### src/rtl/pipe_ctrl.sv
// Pipeline control unit: opcode decode, ID/EX -> EX/MEM -> MEM/WB control
// staging, load-use hazard stall, branch flush and memory-wait freeze.
module pipe_ctrl #(
  parameter int unsigned ALUOP_W    = 2,
  parameter int unsigned REG_W      = 5,
  parameter int unsigned ENABLE_IMM = 1,
  parameter int unsigned CNT_W      = 16
) (
  input  logic                 clk,
  input  logic                 rst_n,
  input  logic [5:0]           op,
  input  logic [REG_W-1:0]     ifid_rs,
  input  logic [REG_W-1:0]     ifid_rt,
  input  logic                 flush,
  input  logic                 mem_wait,
  output logic [ALUOP_W+1:0]   idex_ex,
  output logic [2:0]           exmem_m,
  output logic [1:0]           memwb_wb,
  output logic                 pc_write,
  output logic                 ifid_write,
  output logic                 illegal_op,
  output logic [CNT_W-1:0]     stall_cnt
);

  localparam int unsigned EX_W = ALUOP_W + 2;

  localparam logic [5:0] OP_RTYPE = 6'b000000;
  localparam logic [5:0] OP_LW    = 6'b100011;
  localparam logic [5:0] OP_SW    = 6'b101011;
  localparam logic [5:0] OP_BEQ   = 6'b000100;
  localparam logic [5:0] OP_ADDI  = 6'b001000;

  logic [EX_W-1:0]  dec_ex;
  logic [2:0]       dec_m;
  logic [1:0]       dec_wb;
  logic             dec_legal;
  logic [1:0]       dec_aluop;
  logic             dec_regdst;
  logic             dec_alusrc;

  logic [2:0]       idex_m;
  logic [1:0]       idex_wb;
  logic [REG_W-1:0] idex_rt;
  logic [1:0]       exmem_wb;

  logic             stall;
  logic             advance;

  // Opcode decode into EX/M/WB control bundles; unknown opcodes give all zeros
  always_comb begin
    dec_regdst = 1'b0;
    dec_aluop  = 2'b00;
    dec_alusrc = 1'b0;
    dec_m      = 3'b000;
    dec_wb     = 2'b00;
    dec_legal  = 1'b1;
    case (op)
      OP_RTYPE: begin
        dec_regdst = 1'b1;
        dec_aluop  = 2'b10;
        dec_wb     = 2'b10;
      end
      OP_LW: begin
        dec_alusrc = 1'b1;
        dec_m      = 3'b010;
        dec_wb     = 2'b11;
      end
      OP_SW: begin
        dec_alusrc = 1'b1;
        dec_m      = 3'b001;
      end
      OP_BEQ: begin
        dec_aluop  = 2'b01;
        dec_m      = 3'b100;
      end
      OP_ADDI: begin
        if (ENABLE_IMM != 0) begin
          dec_alusrc = 1'b1;
          dec_wb     = 2'b10;
        end else begin
          dec_legal  = 1'b0;
        end
      end
      default: dec_legal = 1'b0;
    endcase
    dec_ex = {dec_regdst, ALUOP_W'(dec_aluop), dec_alusrc};
  end

  // Load-use hazard against the load currently sitting in ID/EX
  assign stall = idex_m[1] & (idex_rt != '0) &
                 ((idex_rt == ifid_rs) | (idex_rt == ifid_rt));

  // Flush wins over stall for fetch enables; mem_wait freezes everything
  assign pc_write   = ~(stall | mem_wait) | (flush & ~mem_wait);
  assign ifid_write = pc_write;

  // Ordinary advance of the pipeline (no freeze, no flush)
  assign advance = ~mem_wait & ~flush;

  // Stage registers: hold on mem_wait, squash on flush, bubble on stall
  always_ff @(posedge clk or negedge rst_n) begin
    if (!rst_n) begin
      idex_ex  <= '0;
      idex_m   <= '0;
      idex_wb  <= '0;
      idex_rt  <= '0;
      exmem_m  <= '0;
      exmem_wb <= '0;
      memwb_wb <= '0;
    end else if (!mem_wait) begin
      memwb_wb <= exmem_wb;
      if (flush) begin
        idex_ex  <= '0;
        idex_m   <= '0;
        idex_wb  <= '0;
        idex_rt  <= '0;
        exmem_m  <= '0;
        exmem_wb <= '0;
      end else begin
        exmem_m  <= idex_m;
        exmem_wb <= idex_wb;
        if (stall) begin
          idex_ex <= '0;
          idex_m  <= '0;
          idex_wb <= '0;
          idex_rt <= '0;
        end else begin
          idex_ex <= dec_ex;
          idex_m  <= dec_m;
          idex_wb <= dec_wb;
          idex_rt <= ifid_rt;
        end
      end
    end
  end

  // Illegal-opcode pulse and saturating load-use bubble counter
  always_ff @(posedge clk or negedge rst_n) begin
    if (!rst_n) begin
      illegal_op <= 1'b0;
      stall_cnt  <= '0;
    end else begin
      illegal_op <= ~dec_legal & ~stall & advance;
      if (stall && advance && (stall_cnt != {CNT_W{1'b1}})) begin
        stall_cnt <= stall_cnt + CNT_W'(1);
      end
    end
  end

endmodule

### config.mk
export PLATFORM = sky130hd
export DESIGN_NAME = pipe_ctrl
export DESIGN_NICKNAME = d
export VERILOG_FILES = /design/src/rtl/pipe_ctrl.sv
export SDC_FILE = /design/constraint.sdc
export NUM_CORES = 1
export LEC_CHECK = 0
export ABC_AREA = 1
export CORE_MARGIN = 3
export CORE_UTILIZATION = 47
export CTS_CLUSTER_DIAMETER = 150
export CTS_CLUSTER_SIZE = 25
export DETAILED_ROUTE_END_ITERATION = 12
export DONT_BUFFER_PORTS = 1
export GPL_ROUTABILITY_DRIVEN = 0
export GPL_TIMING_DRIVEN = 0
export PLACE_DENSITY = 0.67
export SLEW_MARGIN = 20
export SYNTH_ARGS = -nofsm -noshare
export SYNTH_HDL_FRONTEND = slang
export SYNTH_SLANG_ARGS = --single-unit
### constraint.sdc
create_clock -name clk -period 2.5 [get_ports clk]
set_input_delay 0.375 -clock clk [delete_from_list [all_inputs] [get_ports clk]]
set_output_delay 0.375 -clock clk [all_outputs]
set_load 0.05 [all_outputs]
# After elaboration in Yosys (flattened, before gate mapping)
# Cells that the tools add are included.
[totals]
ff_bits = 38
output_inout_bits = 28
[op_classes]
n_addsub = 1
n_eq_ne = 7
n_mux = 16
bitwise_logic = 14
n_reduce_logical = 7
[op_table]
columns = ["operator", "count"]
rows = [
  ["adder 16 x 1 -> 16 bit, second input constant", 1],
  ["!= test 16 bit, second input constant", 1],
  ["== test 6 bit, second input constant", 2],
  ["== test 5 bit", 2],
  ["2-to-1 mux 5 bit", 2],
  ["2-to-1 mux 3 bit", 3],
  ["case mux 3 bit (3 select lines)", 1],
  ["2-to-1 mux 4 bit", 2],
  ["case mux 2 bit (2 select lines)", 2],
  ["AND 1 bit", 6],
  ["== test 6 x 3 -> 1 bit, second input constant", 1],
  ["== test 6 x 4 -> 1 bit, second input constant", 1],
  ["zero test 6 bit", 1],
  ["2-to-1 mux 2 bit", 3],
  ["inverter 1 bit", 5],
  ["nonzero test 5 bit", 1],
  ["OR reduction 5 bit", 1],
  ["2-to-1 mux 1 bit", 3],
  ["OR 1 bit", 3],
  ["OR reduction 3 bit", 1],
  ["logical AND 1 bit", 2],
  ["OR reduction 2 bit", 1],
]

# Longest topological paths before layout
# Gate-level depths: netlist (run 1).
[depth]
depth_word = 6
ltp_mapped = 11

# Worst setup path before layout (run 1)
# OpenSTA, ideal clock, no wires.
[synth_timing]
kind = "register -> output"
from = "register idex_rt[4]"
to = "output pc_write"
t_arrival_ps = 1985
required_time_ps = 2125
slack_ps = 140
stages_incl_launch_ff = 9
n_path_buf = 1
path_cell_list = "dfrtp_1 > inv_2 > nand3_1 > o21ai_0 > inv_1 > nand2_1 > nor2_1 > nor2_1 > buf_4"
[synth_between]
elab_chain_len = 6
word_cells_on_any_way = 9
cone_classes = "eq/ne: 2; bitwise: 6; reduce/logical: 1"
[synth_rtl]
columns = ["element", "line", "text"]
rows = [
  ["start, declared", "43", "logic [REG_W-1:0] idex_rt;"],
  ["start signal, assigned", "131", "idex_rt <= ifid_rt;"],
  ["== test 5 bit or nonzero test 5 bit (tied branches)", "91, 90", ""],
  ["OR 1 bit or AND 1 bit (tied branches)", "91, 90", ""],
  ["AND 1 bit *", "90", "assign stall = idex_m[1] & (idex_rt != '0) &"],
  ["OR 1 bit *", "94", "assign pc_write = ~(stall | mem_wait) | (flush & ~mem_wait);"],
  ["inverter 1 bit *", "94", ""],
  ["OR 1 bit *", "94", ""],
  ["end, declared", "19", "output logic pc_write,"],
]
# Mark *: on every way between the ends. The rest lies on a longest branch, timed or not.

# Final worst setup path (run 1)
[layout_timing]
from = "register idex_rt[3]"
to = "output pc_write"
# The elaborated chain is that of the path after synthesis.

==> results of run 1 <==
## registers in the layout, indices dropped and copies added (netlist names)
signal      cells
illegal_op      1
idex_ex         3
idex_rt         5
memwb_wb        2
exmem_m         3
idex_m          3
stall_cnt      16
exmem_wb        1
idex_wb         1
## stage by stage
stage | total power [mW] | cell area [sq um] | setup TNS, ps | instances | util (%)
finish | 1.14 | 2180 | 0 | 329 | 56.6
global placement | 0.674 | 2040 | -40.8 | 319 | 52.8
floorplan | 0.663 | 1980 | 0 | 271 | -
detailed placement | 0.675 | 2040 | -42.5 | 319 | 52.8
global route | 1.19 | 2180 | 0 | 329 | 56.6
CTS | 1.15 | 2170 | 0 | 329 | 56.4
## area by class of cell
type / count / area [sq um] / share of cell area [%]
Timing Repair Buffer: 2 / 30.0 / 1.38
Buffer: 7 / 48.8 / 2.24
Clock buffer: 8 / 100 / 4.59
Tap cell: 48 / 60.1 / 2.76
Inverter: 34 / 128 / 5.86
Sequential cell: 35 / 876 / 40.2
Multi-Input combinational cell: 195 / 937 / 43.0
## cell families (layout without fill, tap and decap cells)
logic type / count (synthesis) / count (layout) / share of synthesized area [%]
XOR/XNOR: 15 / 15 / 6.65
buffers and inverters: 41 / 51 / 8.74
flip-flops: 35 / 35 / 44.3
adder cells (fa/ha/maj): 1 / 1 / 0.633
AND/OR/NAND/NOR: 164 / 164 / 35.3
AO/OA/AOI/OAI: 15 / 15 / 4.31
## report_power, final
group | internal [mW] | switching, mW
Clock | 0.252 | 0.204
Combinational | 0.0300 | 0.0570
Sequential | 0.576 | 0.0181
## critical path: stages, from the launching register on
cell,delay (ps)
sky130_fd_sc_hd__dfrtp_1,400
sky130_fd_sc_hd__inv_2,90
sky130_fd_sc_hd__nand3_1,70
sky130_fd_sc_hd__o21ai_0,140
sky130_fd_sc_hd__inv_1,110
sky130_fd_sc_hd__nand2_2,170
sky130_fd_sc_hd__nor2_1,90
sky130_fd_sc_hd__nor2_4,320
sky130_fd_sc_hd__buf_6,220
## Yosys cell counts
library cell | n | area, sq um
sky130_fd_sc_hd__xnor2_1 | 4 | 35.0
sky130_fd_sc_hd__o22ai_1 | 5 | 31.3
sky130_fd_sc_hd__inv_2 | 5 | 18.8
sky130_fd_sc_hd__nand3_1 | 15 | 75.1
sky130_fd_sc_hd__nor2_1 | 22 | 82.6
sky130_fd_sc_hd__xor2_1 | 11 | 96.3
sky130_fd_sc_hd__buf_4 | 5 | 37.5
sky130_fd_sc_hd__clkbuf_1 | 2 | 7.51
sky130_fd_sc_hd__nand2_2 | 1 | 6.26
sky130_fd_sc_hd__nor2_2 | 1 | 6.26
sky130_fd_sc_hd__ha_1 | 1 | 12.5
sky130_fd_sc_hd__nor3_1 | 9 | 45.0
sky130_fd_sc_hd__dfrtp_1 | 35 | 876
sky130_fd_sc_hd__nor3b_1 | 1 | 7.51
sky130_fd_sc_hd__a22o_1 | 1 | 8.76
sky130_fd_sc_hd__nand4_2 | 1 | 12.5
sky130_fd_sc_hd__nand2_1 | 106 | 398
sky130_fd_sc_hd__nor4_2 | 1 | 12.5
sky130_fd_sc_hd__nand4_1 | 5 | 31.3
sky130_fd_sc_hd__inv_1 | 29 | 109
sky130_fd_sc_hd__nor2_4 | 1 | 11.3
sky130_fd_sc_hd__o21ai_0 | 9 | 45.0
sky130_fd_sc_hd__nand3_2 | 1 | 10.0
## per-layer routing
metal	track usage, %	share of wire (%)	up-vias	wire length [um]
li1	-	-	865	-
met2	28.2	46	31	1950
met1	24.6	47	749	2000
met4	6.89	1.5	0	64
met3	4.83	5.3	6	226
met5	0	0	-	0
## worst paths after layout
kind	end	depth (start not counted)
setup / recovery	pc_write	8
max in group asynchronous	idex_m[0]	2
hold / removal	memwb_wb[0]	1
min in group asynchronous	exmem_m[0]	2
setup reg to reg	stall_cnt[2]	8
hold reg to reg	exmem_wb[1]	2
## what timing repair did
item	in CTS	in global routing
gates resized for setup	2	2
setup buffers	0	0
setup endpoints to repair	2	1
hold buffers	2	0
gates cloned	0	0
pin swaps	0	1
endpoints found under the hold margin	35	0
==> impl.org, run 1 <==
** Outcome
- The run finished with clean final reports.

** Clock network
- H-tree levels :: 2
- Inserted Clock Buffers :: 5
- TritonCTS built the clock tree.
- Buffer levels on the longest clock path :: 2
- At the later pin of the worst-skew pair, clock insertion delay measures 290 ps.
- Buffer cell driving the clock tree root :: sky130_fd_sc_hd__clkbuf_8
- The clock drives 35 sinks.
- Clock transition at the register clock pins on the worst setup and hold paths after CTS :: 70 ps

** Drt
- Post-Route WL :: 4240 um
- In this run the remaining antenna-violating nets after routing total 0.
- In the routed layout, each cell is associated on average with a via count of 5.02.
- The first TritonRoute pass finished after 4 iterations.
- Total number of vias :: 1651
- For this block, the initial DRC count from the detailed router was 85.
- Dividing the detail-routed wire length by the instance count gives 12.9 um.
- In the routed design, unresolved DRC markers number 0.

** Setup path
- The critical path in this run is classified as flip-flop to output port.
- For the worst setup path, the data required time is 2120 ps.
- Nature of the critical path endpoint :: output port
- The critical path starts at idex_rt[3].
- CP max FO :: 9
- RR Startpoint :: stall_cnt[0]
- Crit path arrival time :: 1900 ps
- STA classifies the critical path startpoint as a flip-flop.
- The setup check on the worst reg-to-reg path leaves a slack of 240 ps.

** Finish
- The top cell types in the final layout, fill and taps aside, are sky130_fd_sc_hd__nand2_1, sky130_fd_sc_hd__dfrtp_1, sky130_fd_sc_hd__inv_1.
- Cells with a size suffix above 1 make up 9.25% of the layout.
- Most common cell after layout, fill and taps aside :: sky130_fd_sc_hd__nand2_1
- Number of nets in the finished design :: 301
- After filler insertion, the fill cell instance count of the layout stands at 392.
- Relative to the synthesized area, the layout overhead comes to 10.3%.
- The repair_antennas step left the layout with diodes totalling 0.

** Placed design
- Post-placement setup slack :: -42.5 ps
- Input/output buffers :: 0
- After legalization and detailed placement, the total HPWL measured 3190 um.

** Floorplan
- The floorplan has 22 rows.
- The region available for standard cell placement spans 3850 sq um.
- The die covers 5020 sq um.
- Number of top-level design ports :: 48
- Starting density of the core :: 51.3%
- Horizontal extent of the die :: 70.8 um
- Die Y :: 70.8 um

** Power
- Power density relative to cell area :: 521 nW/um^2
- The worst-case IR drop observed on VDD is 0.000386 V.
- Static leakage :: 1.12 nW

** Global route
- Across every metal layer, demand over resource in global routing totals 18.3%.
- Antenna violations before repair :: 0
- For this run the aggregate overflow at the end of global routing stands at 0.
- The first global-routing pass estimated 7310 um of wire.
- Maximum number of pins on one net before global-route repair :: 36
- Number of global-route vias before repair :: 1549

** Min path
- In this run the worst hold path is classified as primary input to flip-flop.
- The startpoint identified for the worst hold timing path is mem_wait.

** Timing
- Setup repair after global routing left no endpoint under its margin.
- On the final layout, the worst hold slack is 188 ps.
- For the final database, setup skew stands at 8.31 ps.
- In the post-route analysis, the smallest setup slack over all paths is 221 ps.
- Slew at the pin closest to its max-slew limit :: 665 ps
- Setup violations remaining at the end of the flow were counted as 0.
- The worst path in the final design needs a cycle of 2280 ps, including I/O delays and setup.
- The worst pin sits at a relative slew slack of 55.7%.
- The number of pins with negative max-slew slack in the final report is 0.
- The total count of hold-check failures in the final report was 0.
- Upper clock frequency limit :: 439 MHz
- Of the available clock period, the critical path in the final layout requires 91.2%.

** Synthesis
- During synthesis, Yosys emitted a total of 0 warnings.
- In this run, synthesis produced a sequential element count of 35.
- Synthesized cell area :: 1980 sq um
- Synthesis handed over a netlist of 271 instances.
- Number of nets in the synthesized netlist :: 292
- Sequential elements use 44.3% of the synthesized area.
- In this run, distinct cell masters in the synthesized netlist total 23.
- After synthesis, the mean cell area works out to 7.29 sq um.

** Run
- Max-cap violations in this run came to 0.
(Power assumes the default switching activity.)
==> run 2: changes to the inputs <==
--- a/config.mk
+++ b/config.mk
@@ -6,8 +6,10 @@
 export NUM_CORES = 1
 export LEC_CHECK = 0
 export ABC_AREA = 1
+export CORE_ASPECT_RATIO = 1.4
 export CORE_MARGIN = 3
 export CORE_UTILIZATION = 47
+export CTS_BUF_LIST = sky130_fd_sc_hd__clkbuf_16
 export CTS_CLUSTER_DIAMETER = 150
 export CTS_CLUSTER_SIZE = 25
 export DETAILED_ROUTE_END_ITERATION = 12
==> run 2 against run 1 <==
Clock skew is 5.3 ps lower. Routed wire length is 5.2% higher. Worst hold slack better by 8.4 ps. Cell count is 1.5% lower. Clock power is 53% higher. Die area is 0.22% higher. Largest power group is now the clock network. Register-to-register slack better by 50 ps. Final area is 2.5% higher. Sequential share of layout area is 0.97 points lower. Combinational power is 1% higher. Core utilization is 0.53 points lower.
==> impl.org, run 2 (same netlist as run 1, synthesis figures left out) <==
** Power
- Power density relative to cell area :: 616 nW/um^2 (+18%)
- Peak VDD IR :: 0.000484 V (+26%)
- The static leakage is 1.14 nW (+2.5%).
- Tot Pwr :: 1.38 mW (+21%)

** Finish
- Antenna Cells :: 0 (unchanged)
- The fraction of layout cells with a size suffix above 1 is 9.25% (unchanged).
- Max FFs per register :: 16 (unchanged)
- Area grow syn2layout :: 13.0%
- Final core utilization :: 56.0% (-0.53 points)
- Number of nets in the finished design :: 301 (unchanged)
- stall_cnt holds more flip-flops than any other register.
- The largest registers in the layout are stall_cnt x16, idex_rt x5.
- Most frequent cells in the layout :: sky130_fd_sc_hd__nand2_1, sky130_fd_sc_hd__dfrtp_1, sky130_fd_sc_hd__inv_1
- Most common cell after layout, fill and taps aside :: sky130_fd_sc_hd__nand2_1

** Outcome
- The flow ran to the end, and the final reports show no timing, DRC or antenna violations.

** Placed design
- The pre-CTS worst setup slack is -54.2 ps (-11.7 ps).
- DPL Wire Length :: 3350 um (+5.2%)
- The number of I/O port buffers came to 0 (unchanged).

** Min path
- Class of the most critical hold timing path :: primary input to flip-flop

** Timing
- Total Negative Setup Slacks :: 0 ps (unchanged)
- Final Max Tran Viols :: 0 (unchanged)
- The slew at the pin with the worst max-slew slack is 666 ps (+1.03 ps).
- The final setup skew came to 2.98 ps (-5.33 ps).
- Portion of the clock cycle consumed by the worst path in the final layout :: 92.4% (+1.3 points)
- The total count of hold-check failures in the final report is 0 (unchanged).
- The minimum setup slack in the final design came to 189 ps (-31.8 ps).
- Setup repair after global routing left no endpoint under its margin.
- The worst hold margin is 197 ps (+8.36 ps).
- Upper clock frequency limit :: 433 MHz (-1.4%)
- The final critical delay including setup and external delays was 2310 ps (+31.8 ps).
- Setup violations, final :: 0 (unchanged)
- The remaining max-slew budget at the tightest pin is 55.6% (-0.069 points).

** Global route
- The total overflow reported by the global router came to 0 (unchanged).
- Number of global-route vias before repair :: 1708 (+10%)
- The number of antenna violations at the first check in global routing came to 0 (unchanged).
- The total global-route track usage came to 20.0% (+1.7 points).
- The pin count of the biggest net entering global routing came to 36 (unchanged).
- The first-pass GRT wire length is 7390 um (+1.0%).

** Clock network
- Sinks on the clock net :: 35 (unchanged)
- The latest clock arrival within the worst-skew pair came to 280 ps (about the same).
- The total number of H-tree levels was 2 (unchanged).
- Setup fix buffers added after clock tree synthesis :: 0 (unchanged)
- The root buffer cell chosen for the clock tree is sky130_fd_sc_hd__clkbuf_16.
- The clock-pin slew on the worst setup and hold paths was 50 ps (-20 ps).
- TritonCTS built the clock tree.
- Inserted Clock Buffers :: 5 (unchanged)
- The maximum count of clock buffers along a single path came to 2 (unchanged).

** Drt
- Average via count per standard cell :: 5.19 (+3.4%)
- The count of antenna-violating nets left after detailed routing came to 0 (unchanged).
- Initial DRT Pass Iterations :: 4 (unchanged)
- Total number of vias :: 1681 (+1.8%)
- The average wire length per cell after detail routing was 13.8 um (+6.8%).
- The DRC violation total after the first TritonRoute iteration came to 69 (-19%).
- Post-Route WL :: 4460 um (+5.2%)
- DRC :: 0 (unchanged)

** Setup path
- RR Startpoint :: stall_cnt[0]
- In this run the critical register-to-register path is captured at stall_cnt[6].
- The most critical setup path has its startpoint at idex_rt[3].
- The worst reg2reg path depth is 8 (unchanged).
- Kind of launch point of the worst setup path :: flip-flop
- The required time of the critical path is 2120 ps (about the same).
- The signal on the critical path passes through inv_2, nand3_1, o21ai_0, inv_1, nand2_2, nor2_1, nor2_4, buf_4.
- Reg-to-reg setup timing slack :: 290 ps (+50 ps)
- The largest fanout of any net on the critical path is 9 (unchanged).
- Among all stages on the critical path, the largest delay is contributed by sky130_fd_sc_hd__dfrtp_1.
- Nature of the critical path endpoint :: output port
- Crit path arrival time :: 1940 ps (+40 ps)
- Following the worst setup path forward leads to its endpoint at pc_write.
- The critical path's largest stage delay was 400 ps (about the same).
- The worst setup path is of the flip-flop to output port kind.

** Floorplan
- The die width came to 60.8 um (-14%).
- The number of placement rows was 27 (+23%).
- The effective utilization at floorplan is 49.6% (-1.7 points).
- The area inside the core boundary is 3990 sq um (+3.4%).
- Die Y :: 82.7 um (+17%)
- Total die area :: 5030 sq um (+0.22%)
- Number of top-level design ports :: 48 (unchanged)

** Run
- Max-cap violations :: 0 (unchanged)
run 2: cell types whose count changed in the layout (fill, tap and decap cells not counted):
cell                        before  now
sky130_fd_sc_hd__clkbuf_8        7    0
sky130_fd_sc_hd__clkbuf_16       0    5
sky130_fd_sc_hd__buf_4           4    5
sky130_fd_sc_hd__buf_6           1    0
sky130_fd_sc_hd__bufinv_16       0    1
sky130_fd_sc_hd__clkbuf_1        3    2
sky130_fd_sc_hd__clkinv_1        0    1
sky130_fd_sc_hd__clkinv_2        0    1
run 2: worst max-delay path, delay by kind of cell (launching register included):
family                 cells  cell delay [ps]
AND/OR/NAND/NOR            4              660
AO/OA/AOI/OAI              1              150
buffers and inverters      3              470
flip-flops                 1              400
run 2: worst min-delay path by stage:
stage	from	to	depth (start not counted)
finish	mem_wait	memwb_wb[0]	1
global route	mem_wait	memwb_wb[0]	1
CTS	mem_wait	memwb_wb[0]	1
detailed placement	rst_n	stall_cnt[1]	0
global placement	rst_n	stall_cnt[1]	0
floorplan	rst_n	exmem_m[0]	0
run 2: area by class of cell:
class | instances | area (sq um)
Buffer | 7 | 45.0
Clock buffer | 5 | 125
Clock inverter | 3 | 38.8
Fill cell | 366 | 1750
Inverter | 34 | 128
Multi-Input combinational cell | 195 | 937
Sequential cell | 35 | 876
Tap cell | 43 | 53.8
Timing Repair Buffer | 2 | 30.0
run 2: stage by stage:
step                area (sq um)  instances
finish                      2230        324
global route                2230        324
CTS                         2230        324
detailed placement          2030        314
global placement            2030        314
floorplan                   1980        271
run 2: metal layers:
layer / up-vias / global-route usage, % / part of all wire, %
li1: 859 / - / -
met1: 771 / 20.0 / 38
met2: 41 / 36.0 / 53
met3: 10 / 7.00 / 5.9
met4: 0 / 9.33 / 2.8
met5: - / 0 / 0
run 2: power breakdown:
group / internal, mW / switching, mW / leakage (nW)
clock: 0.464 / 0.229 / 0.0812
sequential: 0.577 / 0.0184 / 0.483
combinational: 0.0298 / 0.0581 / 0.580
run 2: timing repair:
action | in CTS | in global routing
gates cloned | 0 | 0
endpoints found under the hold margin | 35 | 0
pin swaps | 0 | 0
endpoints found under the setup margin | 2 | 1
hold buffers | 2 | 0
resized for setup | 2 | 1
==> variant 1: new RTL, settings of run 1 <==
Make the reset (`rst_n`) synchronous in 2 clocked blocks.
--- a/src/rtl/pipe_ctrl.sv
+++ b/src/rtl/pipe_ctrl.sv
@@ -98,7 +98,7 @@
   assign advance = ~mem_wait & ~flush;
 
   // Stage registers: hold on mem_wait, squash on flush, bubble on stall
-  always_ff @(posedge clk or negedge rst_n) begin
+  always_ff @(posedge clk) begin
     if (!rst_n) begin
       idex_ex  <= '0;
       idex_m   <= '0;
@@ -135,7 +135,7 @@
   end
 
   // Illegal-opcode pulse and saturating load-use bubble counter
-  always_ff @(posedge clk or negedge rst_n) begin
+  always_ff @(posedge clk) begin
     if (!rst_n) begin
       illegal_op <= 1'b0;
       stall_cnt  <= '0;
Formal check against the unedited RTL: differs if rst_n is asserted again (counterexample within 4 cycles, from zero or initial values and one cycle with rst_n low); with rst_n held inactive, the same outputs for 10 cycles.
==> variant 1 against run 1 <==
Design area down 1.1%; die area is 1.2% higher; cell count is 9.4% higher; synthesized cell count up 12%; power fell by 6.6%; global-route usage decreased by 0.16 points; sequential cell count is the same; sequential share of layout area shrank 7.5 points; utilization decreased by 3.5 points; area after synthesis up 1.3%; routed wire length barely moved; worst setup slack got worse by 0.057 ns; largest power group unchanged.
==> variant 1: results (changes against run 1) <==
Routing
  • Final wirelength: 4.232 mm (about the same)
  • Routed len/inst: 11.76 um (-8.7%)
  • Initial DRC count: 94 (+11%)
  • Routed via count: 1794 (+8.7%)

STA
  • Measured slew at the worst slew-check pin: 0.6537 ns (-0.01137 ns)
  • Setup Skew: 0.005368 ns (-0.002946 ns)
  • Fmax: 0.4281 GHz (-2.4%)

Finish
  • Clock-cell share: 3.775% (-0.82 points)
  • Non-CTS buffers: 10 (+1)
  • Comb_multi_in: 221 (+13%)
  • Total Nets Final: 330 (+9.6%)
  • Buffering overhead: 2.439% (-1.2 points)
  • Share of layout cells above drive strength 1: 14.84% (+5.6 points)
  • Area taken by flip-flops and latches: 703.2 sq um (-20%)
  • FILL cells: 421 (+7.4%)
  • Inverter count: 36 (+5.9%)
  • Area growth syn-to-layout: 7.692%
  • Fraction of area in multi-input gates: 51.97% (+9.0 points)

Worst hold path
  • WHS Path Cells: 2 (+1)
  • Hold endpoint: idex_rt[0]
  • Worst Min Path Start: rst_n

Placement
  • DP Cell Count: 353 (+11%)
  • Hpwl dp: 3.180 mm (-0.21%)
  • Setup WS pre-CTS: 0.1348 ns (+0.1773 ns)
  • Post-Place Cell Area: 2067 sq um (+1.5%)

CTS
  • Cells resized by post-CTS repair: 1 (-1)
  • CTS clk-pin slew, worst paths: 0.07 ns (about the same)

Setup path
  • RR Startpoint: stall_cnt[0]
  • R2r endpoint: stall_cnt[8]
  • CP Launch Point: idex_rt[0]
  • CP max FO: 13 (+4)

Power
  • Leak: 0.0009435 uW (-15%)
  • Register share of total power: 54.4% (+2.1 points)
  • Max IR drop VDD: 0.2616 mV (-32%)
  • Comb pwr share: 8.2% (+0.5 points)
  • Internal cell power: 787.3 uW (-8.2%)
  • Sw Share: 25.79% (+1.2 points)

Logic synthesis
  • FFs w/ async S/R, synth: 0% (-100 points)
  • Unique masters post-synth: 34 (+48%)
  • Synth Area per Inst: 6.603 sq um (-9.4%)
  • Most frequent cells after synthesis: 89 x nand2_1, 45 x nor2_1, 35 x dfxtp_1, 31 x inv_1, 24 x nand3_1

Die
  • Die area: 5076 sq um (+1.2%)

Global route
  • Pin count of the biggest net entering global routing: 11 (-69%)
  • Vias in the first global route: 1673 (+8.0%)
  • Global Route Usage Sum: 18.10% (-0.16 points)

Run status
  • Outcome: complete, no violations
-- variant 1: cell types whose count changed after synthesis, sizes merged, moves of 2 or more --
cell / delta
or2: +2
nand3: +11
a21oi: +18
dfrtp: -35
nand2: -16
xor2: -10
nand3b: +3
xnor2: -2
clkbuf: +5
o21ai: -4
nor2: +35
nor3: -8
dfxtp: +35
o22ai: -5
-- variant 1: kinds of logic after synthesis --
| family | Yosys count | synth area share [%] |
|---|---|---|
| simple gates | 192 | 46.34 |
| buf+inv | 47 | 9.756 |
| flops | 35 | 35.02 |
| compound gates | 25 | 6.942 |
| xor+xnor | 3 | 1.314 |
| fa+ha+maj | 1 | 0.6253 |
-- variant 1: layer usage --
| metal | vias to the layer above | wire [um] | track usage [%] |
|---|---|---|---|
| met1 | 793 | 1952 | 23.69 |
| met5 | - | 0 | 0 |
| met2 | 36 | 1918 | 27.96 |
| met4 | 0 | 69 | 5.637 |
| li1 | 956 | - | - |
| met3 | 9 | 291 | 6.452 |
==> variant 2: new RTL, config.mk and constraints of run 1 <==
Made on the original files. Change the parameter `ENABLE_IMM` from 1 to 0.
--- a/src/rtl/pipe_ctrl.sv
+++ b/src/rtl/pipe_ctrl.sv
@@ -3,7 +3,7 @@
 module pipe_ctrl #(
   parameter int unsigned ALUOP_W    = 2,
   parameter int unsigned REG_W      = 5,
-  parameter int unsigned ENABLE_IMM = 1,
+  parameter int unsigned ENABLE_IMM = 0,
   parameter int unsigned CNT_W      = 16
 ) (
   input  logic                 clk,
Check against the original RTL: not equivalent (Yosys sat finds a counterexample within 4 cycles, from zero or initial values and one cycle with rst_n low).
==> variant 2 against run 1 <==
Hold slack about the same; design area increased by 2.5%; power grew 17%; utilization decreased by 1.1 points; worst setup slack got worse by 0.013 ns; clock power rose by 36%; clock skew is 0.00074 ns lower; via count decreased by 2.1%; routed wire length fell by 5.1%; area after synthesis is 0.70% higher; sequential cell count increased by 2; non-clock buffer count is 2 lower; critical path type unchanged; largest power group unchanged.
==> variant 2: results (changes against run 1) <==
Logic synthesis
  • FFs w/ async S/R, synth: 100.0% (unchanged)
  • Synth Flop Type: dfrtp_1
  • Synth top area cells: dfrtp_1 47%, nand2_1 19%, inv_1 4.7%
  • Synth warnings: 0 (unchanged)
  • Seq/Total Area, Yosys: 46.54% (+2.2 points)
  • Synth Area per Inst: 7.652 sq um (+5.0%)
  • Syn_nets: 281 (-3.8%)
  • Unique masters post-synth: 27 (+17%)
  • Most frequent cells after synthesis: 100 x nand2_1, 37 x dfrtp_1, 25 x inv_1, 24 x nor2_1, 13 x nand3_1

CTS
  • CTS clk-pin slew, worst paths: 0.08 ns
  • H-Tree Level Count: 2 (unchanged)
  • Clock latency at the later pin of the worst-skew pair: 0.29 ns (about the same)
  • Cts bufs inserted: 5 (unchanged)
  • CTS Buffer Depth: 2 (unchanged)
  • Post-CTS setup buffer count: 0 (unchanged)
  • CTS root buf: clkbuf_8

Placement
  • Hpwl dp: 2.942 mm (-7.7%)
  • DP Cell Count: 310 (-2.8%)
  • Port bufs: 0 (unchanged)

Global route
  • Global Route Usage Sum: 17.47% (-0.79 points)
  • First-pass GRT wire length: 7.044 mm (-3.7%)
  • Initial antenna violation count: 0 (unchanged)
  • Pin count of the biggest net entering global routing: 38 (+5.6%)
  • Vias in the first global route: 1517 (-2.1%)

Setup path
  • WP data arrival: 1.92 ns (+0.02 ns)
  • CP Launch Point: idex_rt[1]
  • CP max stage delay: 0.39 ns
  • CP max FO: 8 (-1)
  • Crit-path slowest cell: dfrtp_1
  • Crit-path leading delay family: simple AND/OR/NAND/NOR gates
  • RR Startpoint: stall_cnt[0]

Finish
  • Biggest regs: stall_cnt x16, idex_rt x5
  • Total Nets Final: 290 (-3.7%)
  • Antenna cells: 0 (unchanged)
  • FILL cells: 393 (+0.26%)
  • Share of layout cells above drive strength 1: 10.00% (+0.75 points)
  • Fin cells: 320 (-2.7%)

Routing
  • Initial DRC count: 65 (-24%)
  • Final wirelength: 4.022 mm (-5.1%)
  • Drt first pass iters: 4 (unchanged)
  • Via density: 5.053 (+0.70%)

Power
  • Leak: 0.001187 uW (+6.4%)
  • Max IR drop VDD: 0.2995 mV (-22%)

Worst hold path
  • Hold crit path type: in -> reg
  • Worst Min Path Start: mem_wait

STA
  • Setup Skew: 0.007578 ns (-0.0007357 ns)
  • Measured slew at the worst slew-check pin: 0.6510 ns (-0.01414 ns)

Run status
  • Outcome: complete, no violations
variant 2: changes by cell type in the layout (fill, tap and decap cells not counted), moves of 2 or more:
cell	run 1	this run
buf_4	4	1
nand2_1	105	99
clkbuf_8	7	5
xor2_1	11	9
bufinv_16	0	2
xnor2_1	4	7
nor2_1	21	23
clkbuf_1	3	1
o21ai_0	9	12
dfrtp_1	35	37
inv_1	29	25
nor3_1	9	1
nand3_1	15	13
variant 2: kinds of logic (layout without fill, tap and decap cells):
family | after synthesis | count (layout) | share of synthesized area, %
AND/OR/NAND/NOR | 153 | 153 | 33.33
adder cells (fa/ha/maj) | 1 | 1 | 0.6288
AO/OA/AOI/OAI | 18 | 18 | 5.032
XOR/XNOR | 16 | 16 | 7.044
flip-flops | 37 | 37 | 46.54
buffers and inverters | 35 | 45 | 7.420
variant 2: layout make-up:
type	instances	area, sq um	area share, %
Buffer	5	38.79	1.736
Clock buffer	5	68.82	3.080
Clock inverter	3	65.06	2.912
Inverter	30	112.6	5.039
Multi-Input combinational cell	188	930.9	41.66
Sequential cell	37	925.9	41.43
Tap cell	50	62.56	2.800
Timing Repair Buffer	2	30.03	1.344
variant 2: metal layers:
layer,up-vias,track usage [%],routed length (um)
met5,-,0,0
met4,0,4.384,23
met3,2,6.108,274
met2,36,25.44,1820
met1,750,24.95,1904
li1,829,-,-
variant 2: path summary, 6_finish.rpt:
path | cells past startpoint | slack [ns] | to
setup reg to reg | 8 | 0.46 | stall_cnt[3]
setup / recovery | 8 | 0.21 | pc_write
hold reg to reg | 1 | 0.49 | exmem_m[0]
max in group asynchronous | 2 | 1.78 | idex_m[0]
min in group asynchronous | 2 | 0.53 | stall_cnt[7]
hold / removal | 1 | 0.19 | memwb_wb[0]
variant 2: what timing repair did:
| item | CTS | global route |
|---|---|---|
| pin swaps | 0 | 1 |
| hold endpoints to repair | 37 | 0 |
| endpoints found under the setup margin | 2 | 1 |
| gates resized for setup | 2 | 3 |
| hold buffers | 2 | 0 |
variant 2: per-stage QoR:
| step | instance area (sq um) | hold slack [ns] | setup slack [ns] |
|---|---|---|---|
| floorplan | 1989 | 0.07941 | 0.1408 |
| global placement | 2052 | 0.08016 | -0.02194 |
| detailed placement | 2052 | 0.08005 | -0.06351 |
| CTS | 2223 | 0.1830 | 0.04130 |
| global route | 2235 | 0.1911 | 0.04384 |
| finish | 2235 | 0.1881 | 0.2080 |
variant 2: report_power, final:
part	switching [uW]	total (uW)	internal, uW
clock network	221	617	396
registers	16.9	624	608
logic	57.6	88.3	30.7
